[src/rtl/bdt_rom_csr.sv]
// Boot Device Table ROM on the CSR bus: a parameter-built word image behind a
// two-stage read pipeline (request capture, then word select and response).
module bdt_rom_csr #(
    parameter logic [31:0] BASE_ADDR             = 32'h0000_3000,
    parameter int unsigned ENTRY_COUNT           = 1,
    parameter int unsigned IRQ_ROUTE_TABLE_COUNT = 1,
    parameter logic [15:0] CLASS_ID                [ENTRY_COUNT] = '{default: 16'h0},
    parameter logic [15:0] SUBCLASS_ID             [ENTRY_COUNT] = '{default: 16'h0},
    parameter logic [15:0] INSTANCE_ID             [ENTRY_COUNT] = '{default: 16'h0},
    parameter logic [15:0] DEVICE_VERSION          [ENTRY_COUNT] = '{default: 16'h0},
    parameter logic [31:0] CAPS0                   [ENTRY_COUNT] = '{default: 32'h0},
    parameter logic [31:0] CAPS1                   [ENTRY_COUNT] = '{default: 32'h0},
    parameter logic [15:0] IRQ_ROUTE_OFFSET        [ENTRY_COUNT] = '{default: 16'h0},
    parameter logic [15:0] IRQ_ROUTE_COUNT_PER_DEV [ENTRY_COUNT] = '{default: 16'h0},
    parameter logic [63:0] MMIO_BASE               [ENTRY_COUNT] = '{default: 64'h0},
    parameter logic [31:0] MMIO_SIZE               [ENTRY_COUNT] = '{default: 32'h0},
    parameter logic [31:0] IO_PORT_BASE            [ENTRY_COUNT] = '{default: 32'h0},
    parameter logic [15:0] IO_PORT_SIZE            [ENTRY_COUNT] = '{default: 16'h0},
    parameter logic [15:0] BLOCK_SECTOR_SIZE       [ENTRY_COUNT] = '{default: 16'h0},
    parameter logic [15:0] CAI_QUEUE_COUNT         [ENTRY_COUNT] = '{default: 16'h0},
    parameter logic [15:0] CAI_DOORBELL_OFFSET     [ENTRY_COUNT] = '{default: 16'h0},
    parameter logic [15:0] IRQ_ROUTE_DOMAIN_ID [(IRQ_ROUTE_TABLE_COUNT > 0) ? IRQ_ROUTE_TABLE_COUNT : 1] = '{default: 16'h0},
    parameter logic [15:0] IRQ_ROUTE_LINE      [(IRQ_ROUTE_TABLE_COUNT > 0) ? IRQ_ROUTE_TABLE_COUNT : 1] = '{default: 16'h0},
    parameter logic [15:0] IRQ_ROUTE_FLAGS     [(IRQ_ROUTE_TABLE_COUNT > 0) ? IRQ_ROUTE_TABLE_COUNT : 1] = '{default: 16'h0}
) (
    input  logic        clk,
    input  logic        rst,
    input  logic        csr_req_valid,
    output logic        csr_req_ready,
    input  logic [31:0] csr_req_addr,
    input  logic        csr_req_write,
    input  logic [31:0] csr_req_wdata,
    input  logic [1:0]  csr_req_priv,
    output logic        csr_rsp_valid,
    output logic [31:0] csr_rsp_rdata,
    output logic        csr_rsp_fault
);

    localparam int unsigned HDR_BYTES     = 32;
    localparam int unsigned ENT_BYTES     = 48;
    localparam int unsigned RTE_BYTES     = 8;
    localparam int unsigned RTE_TABLE_OFF = HDR_BYTES + ENTRY_COUNT * ENT_BYTES;
    localparam int unsigned TOTAL_BYTES   = RTE_TABLE_OFF + IRQ_ROUTE_TABLE_COUNT * RTE_BYTES;
    localparam logic [31:0] TOTAL         = 32'(TOTAL_BYTES);
    localparam logic [31:0] WINDOW_BYTES  = 32'h0000_1000;
    localparam int unsigned ROM_WORDS     = TOTAL_BYTES / 4;
    localparam int unsigned IDX_W         = $clog2(ROM_WORDS);
    localparam int unsigned ROM_DEPTH     = 32'd1 << IDX_W;

    // Word image padded to a power-of-two depth so any index is in range.
    logic [31:0] rom_s [ROM_DEPTH];

    assign rom_s[0] = 32'h5444_4243;
    assign rom_s[1] = {16'(HDR_BYTES), 16'h0001};
    assign rom_s[2] = {16'(ENTRY_COUNT), 16'(ENT_BYTES)};
    assign rom_s[3] = TOTAL;
    assign rom_s[4] = 32'(RTE_TABLE_OFF);
    assign rom_s[5] = 32'(IRQ_ROUTE_TABLE_COUNT);
    assign rom_s[6] = 32'h0000_0000;
    assign rom_s[7] = 32'h0000_0000;

    for (genvar i = 0; i < ENTRY_COUNT; i++) begin : g_ent
        localparam int unsigned B = (HDR_BYTES + i * ENT_BYTES) / 4;
        assign rom_s[B + 0]  = {16'(ENT_BYTES), 16'h0001};
        assign rom_s[B + 1]  = {SUBCLASS_ID[i], CLASS_ID[i]};
        assign rom_s[B + 2]  = {DEVICE_VERSION[i], INSTANCE_ID[i]};
        assign rom_s[B + 3]  = CAPS0[i];
        assign rom_s[B + 4]  = CAPS1[i];
        assign rom_s[B + 5]  = {IRQ_ROUTE_COUNT_PER_DEV[i], IRQ_ROUTE_OFFSET[i]};
        assign rom_s[B + 6]  = MMIO_BASE[i][31:0];
        assign rom_s[B + 7]  = MMIO_BASE[i][63:32];
        assign rom_s[B + 8]  = MMIO_SIZE[i];
        assign rom_s[B + 9]  = IO_PORT_BASE[i];
        assign rom_s[B + 10] = {BLOCK_SECTOR_SIZE[i], IO_PORT_SIZE[i]};
        assign rom_s[B + 11] = {CAI_DOORBELL_OFFSET[i], CAI_QUEUE_COUNT[i]};
    end

    for (genvar j = 0; j < IRQ_ROUTE_TABLE_COUNT; j++) begin : g_rte
        localparam int unsigned B = (RTE_TABLE_OFF + j * RTE_BYTES) / 4;
        assign rom_s[B + 0] = {IRQ_ROUTE_LINE[j], IRQ_ROUTE_DOMAIN_ID[j]};
        assign rom_s[B + 1] = {16'h0000, IRQ_ROUTE_FLAGS[j]};
    end

    for (genvar k = ROM_WORDS; k < ROM_DEPTH; k++) begin : g_pad
        assign rom_s[k] = 32'h0000_0000;
    end

    logic             req_valid_d, req_valid_q;
    logic             req_fault_d, req_fault_q;
    logic [IDX_W-1:0] req_idx_d,   req_idx_q;
    logic             rsp_valid_d, rsp_valid_q;
    logic [31:0]      rsp_rdata_d, rsp_rdata_q;
    logic             rsp_fault_d, rsp_fault_q;
    logic [31:0]      off_s;
    logic             fault_s;
    logic             unused_s;

    assign unused_s = ^{csr_req_wdata, csr_req_priv};

    // Request decode: classify the access and reduce a good address to a word index.
    always_comb begin
        off_s   = csr_req_addr - BASE_ADDR;
        fault_s = csr_req_write
                | (csr_req_addr[1:0] != 2'b00)
                | (off_s >= WINDOW_BYTES)
                | (off_s >= TOTAL);
        req_valid_d = csr_req_valid;
        req_fault_d = fault_s;
        if (fault_s) begin
            req_idx_d = '0;
        end else begin
            req_idx_d = off_s[IDX_W+1:2];
        end
    end

    // Response build: faulted or idle slots carry zero data.
    always_comb begin
        rsp_valid_d = req_valid_q;
        if (req_valid_q && !req_fault_q) begin
            rsp_rdata_d = rom_s[req_idx_q];
            rsp_fault_d = 1'b0;
        end else if (req_valid_q) begin
            rsp_rdata_d = 32'h0000_0000;
            rsp_fault_d = 1'b1;
        end else begin
            rsp_rdata_d = 32'h0000_0000;
            rsp_fault_d = 1'b0;
        end
    end

    // Pipeline registers; reset discards any request in flight.
    always_ff @(posedge clk or posedge rst) begin
        if (rst) begin
            req_valid_q <= 1'b0;
            req_fault_q <= 1'b0;
            req_idx_q   <= '0;
            rsp_valid_q <= 1'b0;
            rsp_rdata_q <= 32'h0000_0000;
            rsp_fault_q <= 1'b0;
        end else begin
            req_valid_q <= req_valid_d;
            req_fault_q <= req_fault_d;
            req_idx_q   <= req_idx_d;
            rsp_valid_q <= rsp_valid_d;
            rsp_rdata_q <= rsp_rdata_d;
            rsp_fault_q <= rsp_fault_d;
        end
    end

    assign csr_req_ready = 1'b1;
    assign csr_rsp_valid = rsp_valid_q;
    assign csr_rsp_rdata = rsp_rdata_q;
    assign csr_rsp_fault = rsp_fault_q;

endmodule

[config.mk]
export PLATFORM = sky130hd
export DESIGN_NAME = bdt_rom_csr
export DESIGN_NICKNAME = d
export VERILOG_FILES = /design/src/rtl/bdt_rom_csr.sv
export SDC_FILE = /design/constraint.sdc
export NUM_CORES = 1
export LEC_CHECK = 0
export BUFFER_PORTS_ARGS = -buffer_cell sky130_fd_sc_hd__buf_2
export CAP_MARGIN = 15
export CORE_MARGIN = 3
export CORE_UTILIZATION = 39
export CTS_BUF_LIST = sky130_fd_sc_hd__clkbuf_2 sky130_fd_sc_hd__clkbuf_4 sky130_fd_sc_hd__clkbuf_8
export DETAILED_ROUTE_END_ITERATION = 10
export PLACE_DENSITY = 0.82
export SETUP_SLACK_MARGIN = 0.02
export SKIP_LAST_GASP = 1
export SLEW_MARGIN = 20
export SYNTH_ARGS = -nofsm -noshare
export SYNTH_HDL_FRONTEND = slang
export SYNTH_SLANG_ARGS = --single-unit
[constraint.sdc]
create_clock -name clk -period 1.9 [get_ports clk]
set_input_delay 0.19 -clock clk [delete_from_list [all_inputs] [get_ports clk]]
set_output_delay 0.19 -clock clk [all_outputs]
set_load 0.02 [all_outputs]
# Word level (Yosys, flattened, before mapping)
# Memories as Yosys holds them, arrays and structs flattened.
# Index checks and enable logic that the tools add are counted.
# totals
out_inout_bits	35
register_bits	41
mem_count	1
in_bits	70
wordCells	24
romBits	1024
# classes
n_addsub	1
reduce_logical	3
order_cmp	3
bitwise_logic	4
mux	6
# mem_list
name	words	width	rd	rd_clocked_by_memory_dff	write_ports	line_no	source
(no name shown)	32	32	1	0	0	120	rsp_rdata_d = rom_s[req_idx_q];
# ops
cell	count
$mux W32	3
$ge A32 B13 Y1 const B	1
$ge A32 B7 Y1 const B	1
$sub A32 B14 Y32 const B	1
$ge A6 B6 Y1 const B	1
$not A5 Y6	1
$mux W5	1
$or A1 B1 Y1	3
$mux W1	2
$reduce_bool A2 Y1	1
$logic_and A1 B1 Y1	1
$logic_not A1 Y1	1

# Longest topological paths before layout
# logic_depth
depth_word	5
depth_mapped	7
depth_no_buf	7

# Worst setup path after synthesis
# OpenSTA, ideal clock, no wires.
# synth_path
kind	input-to-reg
startpoint	input port csr_req_addr[12]
endpoint	register req_fault_q
arrival_time_ns	2.101
stages	7
setup_time_ns	0.138
n_path_buf	1
slack_ns	-0.340
path_cell_list	ha_1 -> clkbuf_1 -> or4_1 -> o22ai_1 -> a21oi_1 -> a2111o_1 -> or4b_1
# synth_between
elab_chain_len	4
elab_cells_between_ends	5
classes_between	add/sub: 1; order compare: 2; bitwise: 2
# synth_lines
item	line_no	source
start: declaration	30	input logic [31:0] csr_req_addr,
$sub A32 B14 Y32 (*)	102	off_s = csr_req_addr - BASE_ADDR;
$ge A32 B13 Y1	105	| (off_s >= WINDOW_BYTES)
$or A1 B1 Y1	105	
$or A1 B1 Y1 (*)	106	| (off_s >= TOTAL);
net fault_s	95	logic fault_s;
end signal: assignment	142	req_fault_q <= req_fault_d;
end: declaration	89	logic req_fault_d, req_fault_q;
# Mark *: on every way through the listed nets, which the timed path passes. The rest lies on a longest branch.

# Worst setup path after layout
# layout_path
startpoint	input port csr_req_addr[24]
endpoint	register req_fault_q
# The elaborated chain is that of the path after synthesis.

==> results.cfg <==
[status]
outcome = finished clean

[clocking]
ctsRootBufferMaster = clkbuf_4
ctsLongestPathBuffers = 2
clk_latency_ns = 0.29
cts_tree = yes
htreeDepth = 1
numCtsBuffers = 3
clk_pin_slew_ns = 0.09
cts_sinks = 17
post_cts_buffers = 0

[floorplanning]
fp.dieH_um = 61.44
die_area_um2 = 3775
io-pin-count = 105
die_w_um = 61.44
row_count = 19
initial_core_util_pct = 42.02
core_area_um2 = 2853

[logic_synthesis]
avgSynthCellArea_um2 = 9.012
seq_area_frac_synth_pct = 35.49
synth_ff_type = dfrtp_1
async_reset_ff_share_pct = 100.0
ys_seq_elements = 17
synth_cell_types = 35
synthesis.area_um2 = 1199
syn_inst = 133
synth-edff-count = 0
ys_warn_count = 0

[place]
gp_congestion = 0.8914
placed_area_um2 = 1469
place_ws_ns = -0.2664
io_buffers = 53
post-dp-hpwl_um = 2134

[cells_and_area]
layout-drive-gt1-share_pct = 43.30
layout_commonest_cell = buf_2
antennaDiodeCount = 0
syn2layout_area_growth_pct = 30.38
fin_area_um2 = 1563
final_cell_mix = buf_2, conb_1, dfrtp_1
post-route-util_pct = 54.78
fin_nets = 272

[global_routing]
grt_first_pass_wirelength_um = 4008
grtUsageTotal_pct = 13.85
grt_max_degree = 18
antenna_found_initial = 0
grt_pass1_vias = 1010
grt-ovfl-total = 0

[worst_setup_path]
startpoint_type = primary input
crit_path_max_fanout = 4
worstPathArrival_ns = 2.04
setup.worst_path.class = in2reg
end_kind = flip-flop
required_ns = 2.07

[timing]
worst_hold_slack_ns = 0.1426
rsz0062_at_grt = true
timing.final.crit_share_pct = 98.51
slew_headroom_pct = 61.04
final-hold-violation-count = 0
timing.final.ws_setup_ns = 0.02831
fmaxAchievable_mhz = 534.3
slew_violations = 0
tightest_slew_ns = 0.5837
post-route-min-period_ns = 1.872
setup_viol = 0
worst_clock_skew_ns = 0.002845

[power_and_ir_drop]
p_leak_nw = 0.8199
power_density_nw_per_um2 = 456.1
vdd_ir_drop_max_v = 0.0001775
power_mw = 0.7128

[route]
totalWireLength_um = 2499
viasPerCell = 4.920
avgRoutedWirePerCell_um = 11.11
drc = 0
ant_nets = 0
drt-initial-drc-count = 12
vias = 1107
dr.pass1.iters = 4

[min_path]
min_path_type = in2reg

[job]
maxCapViolations = 0
[metrics by stage]
step,setup TNS (ns),std cells
global route,-0.05984,225
finish,0,225
floorplan,-0.1706,148
CTS,0,225
detailed placement,-1.318,219
global placement,-1.035,219
[critical path, cell delays in order]
cell      delay, ns
buf_6          0.09
or4_4          0.54
nor3_4         0.18
nand4_1        0.13
a2111o_1       0.45
or4b_1         0.46
[layout make-up]
type	count	area (um2)
clock inverters	1	5.005
well taps	31	38.79
repair buffers	69	396.6
multi-input cells	95	640.6
fillers	271	1290
inverters	9	33.78
flip-flops and latches	17	425.4
clock buffers	3	22.52
[Yosys cell counts (2+ instances only)]
| master | number | area share, % |
|---|---|---|
| a211oi_1 | 2 | 1.3 |
| a21oi_1 | 4 | 1.7 |
| a31oi_1 | 2 | 1.0 |
| and2_1 | 4 | 2.1 |
| buf_4 | 25 | 16 |
| clkbuf_1 | 2 | 0.63 |
| conb_1 | 2 | 0.63 |
| dfrtp_1 | 17 | 35 |
| ha_1 | 7 | 7.3 |
| inv_1 | 9 | 2.8 |
| nand2_1 | 7 | 2.2 |
| nand3_1 | 5 | 2.1 |
| nand4_1 | 2 | 1.0 |
| nor2_1 | 8 | 2.5 |
| nor3_1 | 6 | 2.5 |
| nor4_1 | 7 | 3.7 |
| o21ai_0 | 3 | 1.3 |
| or4_1 | 2 | 1.3 |
| xnor2_1 | 3 | 2.2 |
[layer usage]
layer / vias to the layer above / track usage, % / routed length [um]
met3: 4 / 2.306 / 300
met4: 0 / 6.061 / 22
met2: 70 / 26.13 / 1243
met1: 486 / 15.01 / 932
li1: 547 / - / -
met5: - / 0 / 0
[final timing paths]
check                                       startpoint                           to  slack (ns)  cells past startpoint
worst max-delay path                  csr_req_addr[24]        req_fault_q$_DFF_PP0_        0.03                      6
worst min-delay path                   csr_req_addr[2]       req_idx_q[0]$_DFF_PP0_        0.14                      3
worst max register to register  req_idx_q[4]$_DFF_PP0_  csr_rsp_rdata[28]$_DFF_PP0_        0.37                      4
worst min register to register   req_valid_q$_DFF_PP0_      csr_rsp_valid$_DFF_PP0_        0.39                      0
max in group asynchronous                          rst       req_idx_q[1]$_DFF_PP0_        1.02                      3
min in group asynchronous                          rst  csr_rsp_rdata[21]$_DFF_PP0_        0.50                      3
[power breakdown]
part | switching [mW] | total, mW | internal [mW] | leakage, nW
Sequential | 0.00104 | 0.366 | 0.365 | 0.225
Clock | 0.107 | 0.185 | 0.0782 | 0.0177
Combinational | 0.0953 | 0.162 | 0.0664 | 0.577
Total | 0.203 | 0.713 | 0.509 | 0.820
[sequential cells by signal, indices dropped and copies added (netlist names)]
register,cells
req_idx_q,5
csr_rsp_valid,1
req_fault_q,1
csr_rsp_fault,1
req_valid_q,1
csr_rsp_rdata,8
[cell families (layout without fill, tap and decap cells)]
family | after synthesis | in the layout | share of synthesized area [%]
and+or+nand+nor | 52 | 52 | 26.41
buffers and inverters | 36 | 82 | 19.10
DFF | 17 | 17 | 35.49
AOI/OAI and AO/OA | 15 | 15 | 8.037
adders and majority gates | 7 | 7 | 7.307
xor gates and xnor gates | 3 | 3 | 2.192
other | 2 | 17 | 0.6265
muxes | 1 | 1 | 0.8351
[timing repair]
| item | in CTS | in global routing |
|---|---|---|
| hold buffers | 2 | 0 |
| endpoints found under the hold margin | 18 | 0 |
| gates resized for setup | 0 | 7 |
| endpoints found under the setup margin | 0 | 6 |
No activity file was read; power rests on OpenSTA's default activity.
